<file path="src/rtl/ram_fifo_ctrl.sv">
// Circular FIFO controller over an external synchronous RAM: UART bytes are written in,
// and one debounced push-button press pops the oldest byte onto the 7-segment display.
module ram_fifo_ctrl #(
  parameter int ADDR_W = 3,
  parameter int DB_CYC = 50000
) (
  input  logic              i_clk,
  input  logic              i_rst,
  input  logic [7:0]        i_rx_data,
  input  logic              i_rx_done,
  input  logic              i_push_sw,
  output logic [ADDR_W-1:0] o_waddr,
  output logic [7:0]        o_wdata,
  output logic              o_wen,
  output logic [ADDR_W-1:0] o_raddr,
  output logic              o_ren,
  input  logic [7:0]        i_rdata,
  output logic [7:0]        o_fnd_data,
  output logic [ADDR_W:0]   o_count,
  output logic              o_full,
  output logic              o_empty,
  output logic              o_overflow,
  output logic              o_underflow
);

  localparam int DEPTH = 1 << ADDR_W;
  localparam int DB_W  = $clog2(DB_CYC + 1);
  localparam logic [DB_W-1:0]   DB_MAX   = DB_W'(DB_CYC);
  localparam logic [DB_W-1:0]   DB_LAST  = DB_W'(DB_CYC - 1);
  localparam logic [ADDR_W:0]   FULL_CNT = (ADDR_W + 1)'(DEPTH);

  typedef enum logic [1:0] {IDLE, RD, CAP} state_t;

  state_t            r_state;
  state_t            w_nextState;
  logic [1:0]        r_sync;
  logic [DB_W-1:0]   r_dbCnt;
  logic [ADDR_W-1:0] r_wptr;
  logic [ADDR_W-1:0] r_rptr;
  logic [ADDR_W:0]   r_count;
  logic [7:0]        r_fnd;
  logic              r_overflow;
  logic              r_underflow;
  logic              w_req;
  logic              w_full;
  logic              w_empty;
  logic              w_wen;
  logic              w_ren;
  logic              w_rdAdv;
  logic              w_underSet;

  assign w_full  = (r_count == FULL_CNT);
  assign w_empty = (r_count == '0);
  assign w_wen   = i_rx_done & ~w_full;
  // The request fires on the edge where the counter would step onto DB_CYC, so a saturated count never re-fires.
  assign w_req   = r_sync[1] && (r_dbCnt == DB_LAST);

  always_ff @(posedge i_clk) begin
    if (i_rst) begin
      r_sync  <= '0;
      r_dbCnt <= '0;
    end else begin
      r_sync <= {r_sync[0], i_push_sw};
      if (!r_sync[1])
        r_dbCnt <= '0;
      else if (r_dbCnt != DB_MAX)
        r_dbCnt <= r_dbCnt + 1'b1;
    end
  end

  always_comb begin
    w_nextState = r_state;
    w_ren       = 1'b0;
    w_rdAdv     = 1'b0;
    w_underSet  = 1'b0;
    case (r_state)
      IDLE: begin
        if (w_req) begin
          if (!w_empty) w_nextState = RD;
          else          w_underSet  = 1'b1;
        end
      end
      RD: begin
        w_ren       = 1'b1;
        w_rdAdv     = 1'b1;
        w_nextState = CAP;
      end
      CAP:     w_nextState = IDLE;
      default: w_nextState = IDLE;
    endcase
  end

  always_ff @(posedge i_clk) begin
    if (i_rst) begin
      r_state     <= IDLE;
      r_wptr      <= '0;
      r_rptr      <= '0;
      r_count     <= '0;
      r_fnd       <= 8'h00;
      r_overflow  <= 1'b0;
      r_underflow <= 1'b0;
    end else begin
      r_state <= w_nextState;
      if (w_wen)   r_wptr <= r_wptr + 1'b1;
      if (w_rdAdv) r_rptr <= r_rptr + 1'b1;
      // A simultaneous write and pop cancel out in the occupancy count.
      case ({w_wen, w_rdAdv})
        2'b10:   r_count <= r_count + 1'b1;
        2'b01:   r_count <= r_count - 1'b1;
        default: r_count <= r_count;
      endcase
      if (r_state == CAP)        r_fnd       <= i_rdata;
      if (i_rx_done && w_full)   r_overflow  <= 1'b1;
      if (w_underSet)            r_underflow <= 1'b1;
    end
  end

  assign o_waddr     = r_wptr;
  assign o_wdata     = i_rx_data;
  assign o_wen       = w_wen;
  assign o_raddr     = r_rptr;
  assign o_ren       = w_ren;
  assign o_fnd_data  = r_fnd;
  assign o_count     = r_count;
  assign o_full      = w_full;
  assign o_empty     = w_empty;
  assign o_overflow  = r_overflow;
  assign o_underflow = r_underflow;

endmodule

</file>
<file path="config.mk">
export PLATFORM = sky130hd
export DESIGN_NAME = ram_fifo_ctrl
export DESIGN_NICKNAME = d
export VERILOG_FILES = /design/src/rtl/ram_fifo_ctrl.sv
export SDC_FILE = /design/constraint.sdc
export NUM_CORES = 1
export LEC_CHECK = 0
export ABC_AREA = 0
export BUFFER_PORTS_ARGS = -buffer_cell sky130_fd_sc_hd__buf_2
export CORE_MARGIN = 4
export CORE_UTILIZATION = 30
export CTS_CLUSTER_DIAMETER = 100
export DETAILED_ROUTE_END_ITERATION = 10
export SLEW_MARGIN = 0
export SYNTH_ARGS = -nofsm -noshare
export SYNTH_HDL_FRONTEND = slang
export SYNTH_SLANG_ARGS = --single-unit
</file>
<file path="constraint.sdc">
create_clock -name i_clk -period 2.51 [get_ports i_clk]
set_clock_uncertainty 0.1 [all_clocks]
set_input_delay 0.3765 -clock i_clk [delete_from_list [all_inputs] [get_ports i_clk]]
set_output_delay 0.3765 -clock i_clk [all_outputs]
set_load 0.01 [all_outputs]
</file>
==> results of run 1 <==
cell families after synthesis:
| kind of cell | share of synthesized area (%) |
|---|---|
| compound gates | 5.125 |
| xor+xnor | 8.496 |
| fa+ha+maj | 4.720 |
| buf+inv | 7.080 |
| flops | 43.16 |
| mux | 5.395 |
| simple gates | 26.03 |
cell usage in the layout (no fill, tap or decap), types with 5 or more instances in the layout:
cell	instances
clkbuf_8	6
nand3_1	9
buf_4	6
nor2b_1	6
nand4_1	8
nand2_1	5
a21oi_1	8
inv_1	7
xnor2_1	5
buf_2	35
nor2_1	29
o21ai_0	5
xor2_1	13
ha_1	7
mux2i_1	10
dfxtp_1	39
worst paths after layout:
path,startpoint,endpoint,slack (ps),depth (start not counted)
setup / recovery,o_count[0],o_count[2],190,9
hold reg to reg,r_sync[0],r_sync[1],340,1
setup reg to reg,o_count[0],o_count[2],190,9
hold / removal,i_push_sw,r_sync[0],200,2
flip-flops by register name, indices dropped and copies added (netlist names):
register,flops
o_waddr,3
r_sync,2
o_count,4
o_underflow,1
r_dbCnt,16
o_raddr,3
r_state,2
o_overflow,1
o_fnd_data,8
worst max-delay path, stage by stage, from the launching register on:
cell and delay, ps:
dfxtp_1 320, or4b_4 560, nand2_2 130, ha_1 190
xor2_1 160, ha_1 160, a21oi_1 50, xor2_1 150
or3_1 300, a21oi_1 130
where the power goes:
group          switching, mW  internal (mW)
Clock                  0.221          0.219
Combinational         0.0413         0.0325
Sequential           0.00578          0.643
Total                  0.268          0.895
per-layer routing:
metal	vias to the layer above	part of all wire (%)	wire (microns)
met1	663	47	1709
met4	0	1.5	53
met2	29	46	1672
li1	736	-	-
met5	-	0	0
met3	4	5.1	184
cell type report:
| class | count | area share, % |
|---|---|---|
| tap | 75 | 4.348 |
| multi-input combinational | 136 | 42.78 |
| inverter | 7 | 1.217 |
| clock buffer | 6 | 3.826 |
| sequential | 40 | 37.16 |
| clock inverter | 2 | 0.4638 |
| timing repair buffer | 41 | 10.20 |
==> flow_summary.yaml, run 1 <==
outcome:
  status: "finished, final reports clean"
clock_tree:
  numCtsBuffers: 5
  clk_latency_ps: 290
  htreeDepth: 2
  clockBufferDepth: 2
  hold_buffers: 0
  cts_setup_buffers: 0
  cts_resized: 0
  cts_root_buf: "clkbuf_8"
  clock-sinks: 40
  cts_tree: "built"
  clk_pin_slew_ps: 80
finish:
  stdcell_area_sq_mm: 0.002158
  utilization_pct: 36.24
  nNetsFinal: 258
  layout-drive-gt1-share_pct: 24.57
  area_growth_pct: 16.32
  diodes: 0
  nFillCells: 627
  stdcell_count: 307
  register_area_sq_um: 802.0
  multi_input_area_sq_um: 923.4
floorplanning:
  dieArea_sq_mm: 0.007507
  fp-row-count: 28
  core_area_sq_mm: 0.005956
  die_h_microns: 86.65
  die_w_microns: 86.65
  io_pins: 52
  start_util_pct: 31.16
worst_setup_path:
  critical_path.max_fanout: 5
  startpoint_type: "flip-flop"
  end_kind: "flip-flop"
  required_ps: 2640
  crit_type: "reg2reg"
  arrival_ps: 2440
global_route:
  grt_util_met2_pct: 17.04
  grt_remaining_overflow: 0
  grt_usage_pct: 10.63
  antenna_found_initial: 0
  grt_busiest_layer: "met2"
  grt_max_degree: 26
  grt_pass1_vias: 1362
  grt.met3_usage_pct: 3.707
  grt_pass1_wl_mm: 6.272
  gr-usage-met1_pct: 13.17
synth:
  synthArstFlopShare_pct: 0
  synth_area_sq_mm: 0.001856
  synth_fp_nets: 228
  avgSynthCellArea_sq_um: 9.231
  ys_seq_area_share_pct: 43.16
  synthFlopType: "dfxtp_1"
  synth.top_cell.area_share_pct: 43.16
  synth_top_cells_by_count: "40 x dfxtp_1, 29 x nor2_1, 13 x xor2_1, 10 x mux2i_1"
  synthCells: 201
  yosysMostFrequentCell: "dfxtp_1"
  synth_area_leader_cell: "dfxtp_1"
  synthTopCellsByArea: "dfxtp_1 43%, xor2_1 6.1%, nor2_1 5.9%"
  synth_cell_type_count: 38
  ys.warnings.count: 0
  ys_ff_latch: 40
  synth_edf_count: 0
routing:
  ant_nets: 0
  via_per_inst: 4.664
  routed-via-count: 1432
  drt-wirelength-per-cell_microns: 11.79
  drc: 0
  drt-total-wl_mm: 3.619
  firstDrtPassIters: 4
  first_iter_violations: 54
timing:
  post-route-period-util_pct: 92.29
  period_needed_ps: 2317
  drv_slew: 0
  rsz0062_at_grt: "false"
  fmax_mhz: 431.7
  finalWorstSetupSlack_ps: 193.5
  relSlewSlack_pct: 58.23
  setup_viol: 0
  hold_violations: 0
  tightest_slew_ps: 620.8
  hold_ws_ps: 199.4
  timing.setup.tns_ps: 0
place:
  place.gp.congestion: 0.7819
  place_hpwl_mm: 2.628
  dp_cells: 299
  placed_area_sq_mm: 0.002064
  place_ws_ps: 190.1
  io_buffers: 35
power:
  power.density_mw_per_mm2: 538.9
  vdd_drop_max_v: 0.0001838
  finalPower_mw: 1.163
  p_leak_nw: 0.9476
job:
  cap_violations: 0
worst_hold_path:
  hold_path.class: "in2reg"
Power figures use the tool's default switching activity.
==> run 2, diff against run 1 <==
--- a/config.mk
+++ b/config.mk
@@ -11,6 +11,7 @@
 export CORE_UTILIZATION = 30
 export CTS_CLUSTER_DIAMETER = 100
 export DETAILED_ROUTE_END_ITERATION = 10
+export RECOVER_POWER = 50
 export SLEW_MARGIN = 0
 export SYNTH_ARGS = -nofsm -noshare
 export SYNTH_HDL_FRONTEND = slang
==> flow_summary.yaml, run 2 (synthesis results as in run 1) <==
finish:
  regMostFlops: "r_dbCnt"
  mostFrequentLayoutCell: "dfxtp_1"
  nNetsFinal: 258
  diodes: 0
  layout_common_cells: "39 x dfxtp_1, 29 x nor2_1, 19 x buf_2"
  layout-drive-gt1-share_pct: 16.81
  largest_register_ffs: 16
  area_growth_pct: 14.90
timing:
  setup_viol: 0
  fmax_mhz: 429.1
  period_needed_ps: 2331
  tightest_slew_ps: 1092
  hold_violations: 0
  drv_slew: 0
  rsz0062_at_grt: "false"
  post-route-period-util_pct: 92.85
  hold_ws_ps: 200.1
  relSlewSlack_pct: 27.23
  timing.setup.tns_ps: 0
clock_tree:
  clk_latency_ps: 290
  htreeDepth: 2
  numCtsBuffers: 5
  clockBufferDepth: 2
  cts_root_buf: "clkbuf_8"
  cts_tree: "built"
  hold_buffers: 0
  clock-sinks: 40
  clk_pin_slew_ps: 80
worst_hold_path:
  hold_depth: 2
  hp-start: "i_push_sw"
  min_to: "r_sync[0]"
  hold_path.class: "in2reg"
power:
  combPwrFrac_pct: 6.2
  power_switching_mw: 0.2679
  vdd_drop_max_v: 0.0001820
  p_leak_nw: 0.8737
  p_int_mw: 0.8931
  power.density_mw_per_mm2: 544.6
  swShare_pct: 23.08
  p_clk_share_pct: 37.9
  p_seq_share_pct: 55.9
routing:
  firstDrtPassIters: 4
  drt-wirelength-per-cell_microns: 11.78
  routed-via-count: 1431
  via_per_inst: 4.661
  drt-total-wl_mm: 3.617
  first_iter_violations: 52
  drc: 0
  ant_nets: 0
place:
  place_hpwl_mm: 2.628
  place.gp.congestion: 0.7819
  io_buffers: 35
worst_setup_path:
  end_kind: "flip-flop"
  arrival_ps: 2440
  crit_type: "reg2reg"
  critical_path.max_fanout: 5
  required_ps: 2620
  rr_startpoint: "o_count[0]"
  r2r_slack_ps: 180
  r2r_cells: 9
  rr_endpoint: "o_count[2]"
  startpoint_type: "flip-flop"
  critPathLaunch: "o_count[0]"
floorplanning:
  io_pins: 52
  die_w_microns: 86.65
  fp-row-count: 28
  core_area_sq_mm: 0.005956
  die_h_microns: 86.65
  dieArea_sq_mm: 0.007507
  start_util_pct: 31.16
global_route:
  grt_pass1_vias: 1362
  grt_pass1_wl_mm: 6.272
  antenna_found_initial: 0
  grt_max_degree: 26
  grt_remaining_overflow: 0
  grt_usage_pct: 10.63
job:
  cap_violations: 0
outcome:
  status: "finished, final reports clean"
-- run 2: layout make-up --
| type | instances | area (sq um) |
|---|---|---|
| clock buffers | 6 | 82.58 |
| clock inverters | 2 | 10.01 |
| fillers | 637 | 3824 |
| inverters | 7 | 26.28 |
| multi-input cells | 136 | 920.9 |
| flip-flops and latches | 40 | 802.0 |
| well taps | 75 | 93.84 |
| repair buffers | 41 | 196.4 |
-- run 2: power groups by stage --
stage          Clock, mW  Sequential (mW)  Combinational [mW]
2_1_floorplan          0            0.668              0.0501
3_3_place_gp           0            0.664              0.0745
3_5_place_dp           0            0.664              0.0751
4_1_cts            0.459            0.649              0.0754
5_1_grt            0.496            0.650              0.0812
6_report           0.440            0.649              0.0723
-- run 2: worst max-delay path by stage --
| stage | to | slack, ps | depth (start not counted) |
|---|---|---|---|
| 2_1_floorplan | o_count[2] | 30 | 10 |
| 3_3_place_gp | o_count[2] | 210 | 9 |
| 3_5_place_dp | o_count[2] | 190 | 9 |
| 4_1_cts | o_count[2] | 150 | 9 |
| 5_1_grt | o_count[2] | 30 | 9 |
| 6_report | o_count[2] | 180 | 9 |
-- run 2: timing repair --
| item | in CTS | in global routing |
|---|---|---|
| resized for setup | 0 | 1 |
| setup buffers | 0 | 0 |
| endpoints found under the setup margin | 0 | 1 |
-- run 2: layer usage --
metal	vias up	part of all wire (%)	global-route usage, %
li1	735	-	-
met5	-	0	0
met3	4	5.4	3.707
met1	663	47	13.17
met2	29	46	17.04
met4	0	1.5	3.824
-- run 2: critical path, stage by stage, from the launching register on --
cell and delay [ps]:
dfxtp_1 320, or4b_4 560, nand2_2 130, ha_1 190, xor2_1 160, ha_1 160, a21oi_1 50, xor2_1 150
or3_1 300, a21oi_1 130
-- run 2: metrics by stage --
step / cells / setup WS [ps] / instance area [sq um] / total power, mW / utilization (%)
floorplan: 201 / 25.51 / 1856 / 0.7181 / -
global placement: 299 / 213.8 / 2064 / 0.7381 / 34.66
detailed placement: 299 / 190.1 / 2064 / 0.7388 / 34.66
CTS: 307 / 151.7 / 2157 / 1.183 / 36.22
global route: 307 / 26.94 / 2132 / 1.228 / 35.80
finish: 307 / 179.4 / 2132 / 1.161 / 35.80
